--- src/rtl/mu0_pkg.sv ---
// Shared MU0 memory-arbiter definitions: bus widths, arbiter states and master indices.
package mu0_pkg;

  localparam int DEF_ADDR_W = 12;
  localparam int DEF_DATA_W = 16;

  typedef enum logic [1:0] {
    ARB_IDLE   = 2'd0,
    ARB_ACCESS = 2'd1,
    ARB_DONE   = 2'd2
  } arb_state_t;

  localparam logic M0 = 1'b0;
  localparam logic M1 = 1'b1;

  function automatic logic [1:0] master_onehot(input logic idx);
    return (idx == M1) ? 2'b10 : 2'b01;
  endfunction

endpackage

--- src/rtl/mu0_rr_pick.sv ---
// Combinational two-way round-robin pick: a lone requester wins, a tie goes to
// the master that did not win last time.
module mu0_rr_pick
  import mu0_pkg::*;
(
  input  logic [1:0] req,
  input  logic       last_grant,
  output logic       winner,
  output logic       valid
);

  // Winner selection from the request pair and the previous owner
  always_comb begin
    winner = M0;
    valid  = 1'b0;
    case (req)
      2'b01: begin
        winner = M0;
        valid  = 1'b1;
      end
      2'b10: begin
        winner = M1;
        valid  = 1'b1;
      end
      2'b11: begin
        winner = ~last_grant;
        valid  = 1'b1;
      end
      default: begin
        winner = M0;
        valid  = 1'b0;
      end
    endcase
  end

endmodule

--- src/rtl/mu0_mem_arbiter.sv ---
// Two-master round-robin arbiter for the MU0 4K x 16 memory port.
// Each access runs IDLE -> ACCESS (WAIT_STATES+1 cycles) -> DONE (ack) -> IDLE.
module mu0_mem_arbiter
  import mu0_pkg::*;
#(
  parameter int ADDR_W      = DEF_ADDR_W,
  parameter int DATA_W      = DEF_DATA_W,
  parameter int WAIT_STATES = 1
) (
  input  logic              clk,
  input  logic              rst,
  input  logic              m0_req,
  input  logic              m0_we,
  input  logic [ADDR_W-1:0] m0_addr,
  input  logic [DATA_W-1:0] m0_wdata,
  output logic [DATA_W-1:0] m0_rdata,
  output logic              m0_ack,
  input  logic              m1_req,
  input  logic              m1_we,
  input  logic [ADDR_W-1:0] m1_addr,
  input  logic [DATA_W-1:0] m1_wdata,
  output logic [DATA_W-1:0] m1_rdata,
  output logic              m1_ack,
  output logic [ADDR_W-1:0] mem_addr,
  output logic [DATA_W-1:0] mem_wdata,
  input  logic [DATA_W-1:0] mem_rdata,
  output logic              mem_rd,
  output logic              mem_wr,
  output logic              busy,
  output logic [1:0]        grant
);

  if (WAIT_STATES < 0 || WAIT_STATES > 15) begin : g_bad_wait_states
    $error("mu0_mem_arbiter: WAIT_STATES must be in 0..15");
  end

  localparam logic [3:0] WAIT_CNT = 4'(WAIT_STATES);

  arb_state_t        state_r;
  arb_state_t        state_s;
  logic              last_grant_r;
  logic              winner_r;
  logic              we_r;
  logic [ADDR_W-1:0] addr_r;
  logic [DATA_W-1:0] wdata_r;
  logic [3:0]        count_r;
  logic [DATA_W-1:0] m0_rdata_r;
  logic [DATA_W-1:0] m1_rdata_r;
  logic              pick_winner_s;
  logic              pick_valid_s;

  mu0_rr_pick u_pick (
    .req        ({m1_req, m0_req}),
    .last_grant (last_grant_r),
    .winner     (pick_winner_s),
    .valid      (pick_valid_s)
  );

  // Next-state decode; requests are only looked at while idle
  always_comb begin
    state_s = state_r;
    case (state_r)
      ARB_IDLE: begin
        if (pick_valid_s) state_s = ARB_ACCESS;
        else              state_s = ARB_IDLE;
      end
      ARB_ACCESS: begin
        if (count_r == 4'd0) state_s = ARB_DONE;
        else                 state_s = ARB_ACCESS;
      end
      ARB_DONE: state_s = ARB_IDLE;
      default:  state_s = ARB_IDLE;
    endcase
  end

  // State, request latch, wait counter and per-master read-data registers
  always_ff @(posedge clk or negedge rst) begin
    if (!rst) begin
      state_r      <= ARB_IDLE;
      last_grant_r <= M1;
      winner_r     <= M0;
      we_r         <= 1'b0;
      addr_r       <= '0;
      wdata_r      <= '0;
      count_r      <= 4'd0;
      m0_rdata_r   <= '0;
      m1_rdata_r   <= '0;
    end else begin
      state_r <= state_s;
      case (state_r)
        ARB_IDLE: begin
          if (pick_valid_s) begin
            // last_grant tracks every grant so a tie always favours the other master
            winner_r     <= pick_winner_s;
            last_grant_r <= pick_winner_s;
            we_r         <= (pick_winner_s == M1) ? m1_we    : m0_we;
            addr_r       <= (pick_winner_s == M1) ? m1_addr  : m0_addr;
            wdata_r      <= (pick_winner_s == M1) ? m1_wdata : m0_wdata;
            count_r      <= WAIT_CNT;
          end
        end
        ARB_ACCESS: begin
          if (count_r != 4'd0) begin
            count_r <= count_r - 4'd1;
          end else if (!we_r) begin
            if (winner_r == M1) m1_rdata_r <= mem_rdata;
            else                m0_rdata_r <= mem_rdata;
          end
        end
        ARB_DONE: count_r <= 4'd0;
        default:  count_r <= 4'd0;
      endcase
    end
  end

  // Outputs decode only registered state, so reset removes the strobes at once
  always_comb begin
    busy      = (state_r != ARB_IDLE);
    grant     = (state_r != ARB_IDLE) ? master_onehot(winner_r) : 2'b00;
    mem_rd    = (state_r == ARB_ACCESS) && !we_r;
    mem_wr    = (state_r == ARB_ACCESS) && we_r;
    mem_addr  = addr_r;
    mem_wdata = wdata_r;
    m0_ack    = (state_r == ARB_DONE) && (winner_r == M0);
    m1_ack    = (state_r == ARB_DONE) && (winner_r == M1);
    m0_rdata  = m0_rdata_r;
    m1_rdata  = m1_rdata_r;
  end

endmodule

--- config.mk ---
export PLATFORM = sky130hd
export DESIGN_NAME = mu0_mem_arbiter
export DESIGN_NICKNAME = d
export VERILOG_FILES = /design/src/rtl/mu0_pkg.sv /design/src/rtl/mu0_rr_pick.sv /design/src/rtl/mu0_mem_arbiter.sv
export SDC_FILE = /design/constraint.sdc
export NUM_CORES = 1
export LEC_CHECK = 0
export ABC_AREA = 1
export ABC_CLOCK_PERIOD_IN_PS = 1940
export BUFFER_PORTS_ARGS = -buffer_cell sky130_fd_sc_hd__buf_2
export CAP_MARGIN = 20
export CORE_MARGIN = 5
export CORE_UTILIZATION = 45
export DETAILED_ROUTE_END_ITERATION = 12
export GPL_TIMING_DRIVEN = 0
export HOLD_SLACK_MARGIN = 0.08
export PLACE_DENSITY = 0.87
export SLEW_MARGIN = 20
export SYNTH_ARGS = -nofsm -noshare
export SYNTH_HDL_FRONTEND = slang
export SYNTH_SLANG_ARGS = --single-unit
--- constraint.sdc ---
create_clock -name clk -period 1.94 [get_ports clk]
set_input_delay 0.097 -clock clk [delete_from_list [all_inputs] [get_ports clk]]
set_output_delay 0.097 -clock clk [all_outputs]
set_load 0.1 [all_outputs]
==> impl_results.md <==
- Status: finished, final reports clean
- Setup TNS: 0 ps
- Hold WC Path Type: in2reg
- Drt total wl: 10.51 mm
- Cts bufs inserted: 9
- Unique cell type count in the Yosys netlist: 25
- Worst Setup End Kind: flop
- Post-synth EDFFs: 0
- Worst-Margin Slew: 512.8 ps
- Pin count of the biggest net entering global routing: 49
- Dominant cell type by area after synthesis: dfrtp_1
- Setup ws final: 90.82 ps
- CP Cell Sequence: inv_1, nand2_2, nor2_4, buf_4, o21ai_0, o21ai_1, dlygate4sd3_1
- Initial core utilization: 45.94%
- Max-slew violations: 0
- Post-DR vias/cell: 5.125
- Seq cells post-synth: 69
- Min Tclk post-route: 1849 ps
- Sequential fraction of the synthesis area: 55.66%
- Worst EP required: 2210 ps
- Syn Std Cell Area: 0.003104 mm^2
- Max FO, Critical Path: 10
- GPL Wtd Cong: 0.8511
- Synth Warn #: 0
- Total track usage: 25.31%
- Final nets: 675
- Clock tree sinks: 69
- Die width: 93.06 um
- Syn Nets: 442
- DR pass1 iterations: 4
- H-Tree Depth: 3
- First-pass GRT wire length: 17.32 mm
- Max Clk Rate: 540.8 MHz
- Total die area: 0.008659 mm^2
- Max cap viols: 0
- GRT overflow: 0
- Worst relative slew slack: 66.05%
- Slowest-stage cell, CP: dlygate4sd3_1
- Area Overhead vs Synth: 59.53%
- Most common cell in the synthesized netlist: nand2_1
- IO Count: 145
- CTS tree: built
- Vias in the first global route: 3744
- Clock-pin slew on the worst setup and hold paths: 70 ps
- First DRT Iteration DRCs: 131
- Placement Setup Slack: 380.3 ps
- CTS max path bufs: 2
- Core area: 0.006756 mm^2
- DP HPWL: 6.469 mm
- Clk_lat worst skew: 340 ps
- Setup violators final: 0
- Antenna Nets Post-Route: 0
- Max incr delay on CP: 570 ps
- CTS Root Cell: clkbuf_8
- Die Ht: 93.06 um
- Tcrit/Tclk final: 95.32%
- CP Launch Type: flop
- Critical path type: reg2reg
- Ys async rst share: 100.0%
- RSZ-0062 raised after global routing: true
- Setup Skew: 7.744 ps
- Synth area leaders: dfrtp_1 55%, nand2_1 13%, o21ai_0 10%
- Wire per inst: 15.46 um
- Post-Syn Area per Cell: 8.575 um^2
- Layout cells sized above 1: 33.06%
- Commonest cells post-synth: 108 x nand2_1, 68 x dfrtp_1, 63 x o21ai_0
- Worst Path Arrival: 2120 ps
- Num rows: 30
- R2R Setup Slk: 90 ps
- Predominant post-synthesis flop cell: dfrtp_1
- DRC viols: 0
- Buffers on Ports: 144
- Final Util: 73.30%
- Cells after Synth: 362
- Initial antenna violation count: 0
- Vias: 3485
- Top-area cell type share of the netlist area: 54.82%
- Final Hold Violating Endpoints: 0
- Fill count: 467
-- cells by family after synthesis --
kind of cell	count (synthesis)	share of synthesized area, %
AOI/OAI and AO/OA	98	16.04
xor gates and xnor gates	1	0.2822
adders and majority gates	2	0.8060
buffers and inverters	33	5.401
DFF	69	55.66
and+or+nand+nor	159	21.81
-- layer usage --
layer  global-route usage [%]  vias up  wire, um
met5                        0        -         0
met4                    16.73        0       607
met3                    4.505       58       627
met2                    43.85      164      5493
met1                    28.43     1624      3785
li1                         -     1639         -
-- sequential cells by signal, indices dropped and copies added, names as in the netlist --
name / count
m0_rdata: 16
m1_rdata: 16
mem_wdata: 16
mem_addr: 12
count_r: 4
state_r: 2
last_grant_r: 1
we_r: 1
winner_r: 1
-- per-stage QoR --
| stage | hold slack (ps) | cell area (um^2) | instances |
|---|---|---|---|
| after CTS | 111.6 | 4918 | 676 |
| final | 117.6 | 4952 | 680 |
| after global placement | 313.8 | 3935 | 586 |
| after detailed placement | 9.574 | 3965 | 587 |
| after global routing | 128.3 | 4950 | 679 |
| after floorplan | -198.6 | 3114 | 362 |
-- placed cells by master, fill, tap and decap left out, types with 3 or more instances in the layout --
cell type and count:
buf_2 149, buf_4 8, clkbuf_2 4, clkbuf_8 10
clkinv_2 3, dfrtp_1 67, dlygate4sd3_1 74, inv_1 10
inv_2 3, nand2_1 108, nand2_4 4, nor2_1 39
o21ai_0 63, o21ai_1 33
-- worst max-delay path: cells and delay by family (launching register included) --
kind	cells	cell delay (ps)
buffers and inverters	3	850
and+or+nand+nor	2	250
DFF	1	420
AOI/OAI and AO/OA	2	270
-- path summary, 6_finish.rpt --
path	from	to	cells after the start
worst min-delay path	m0_addr[8]	mem_addr[8]$_DFFE_PN0P_	3
worst max register to register	state_r[0]$_DFF_PN0_	mem_wdata[5]$_DFFE_PN0P_	7
max in group asynchronous	rst	last_grant_r$_DFFE_PN1P_	3
min in group asynchronous	rst	m0_rdata[13]$_DFFE_PN0P_	2
worst min register to register	last_grant_r$_DFFE_PN1P_	last_grant_r$_DFFE_PN1P_	2
worst max-delay path	state_r[0]$_DFF_PN0_	mem_wdata[5]$_DFFE_PN0P_	7
-- area by class of cell --
| class | instances | area [um^2] | area share [%] |
|---|---|---|---|
| diodes | 1 | 2.502 | 0.05053 |
| plain buffers | 19 | 117.6 | 2.375 |
| clock buffers | 10 | 137.6 | 2.779 |
| clock inverters | 5 | 75.07 | 1.516 |
| inverters | 14 | 57.56 | 1.162 |
| multi-input cells | 260 | 1219 | 24.61 |
| flip-flops and latches | 69 | 1729 | 34.92 |
| well taps | 80 | 100.1 | 2.021 |
| repair buffers | 222 | 1514 | 30.57 |
-- what timing repair did --
item / 4_1_cts / 5_1_grt
setup endpoints to repair: 0 / 18
buffers inserted: 0 / 3
endpoints found under the hold margin: 129 / 0
hold buffers: 74 / 0
gates resized for setup: 0 / 9
Power is not shown: default switching activity piles up to over one toggle a cycle in this logic, so the estimate is an artifact.
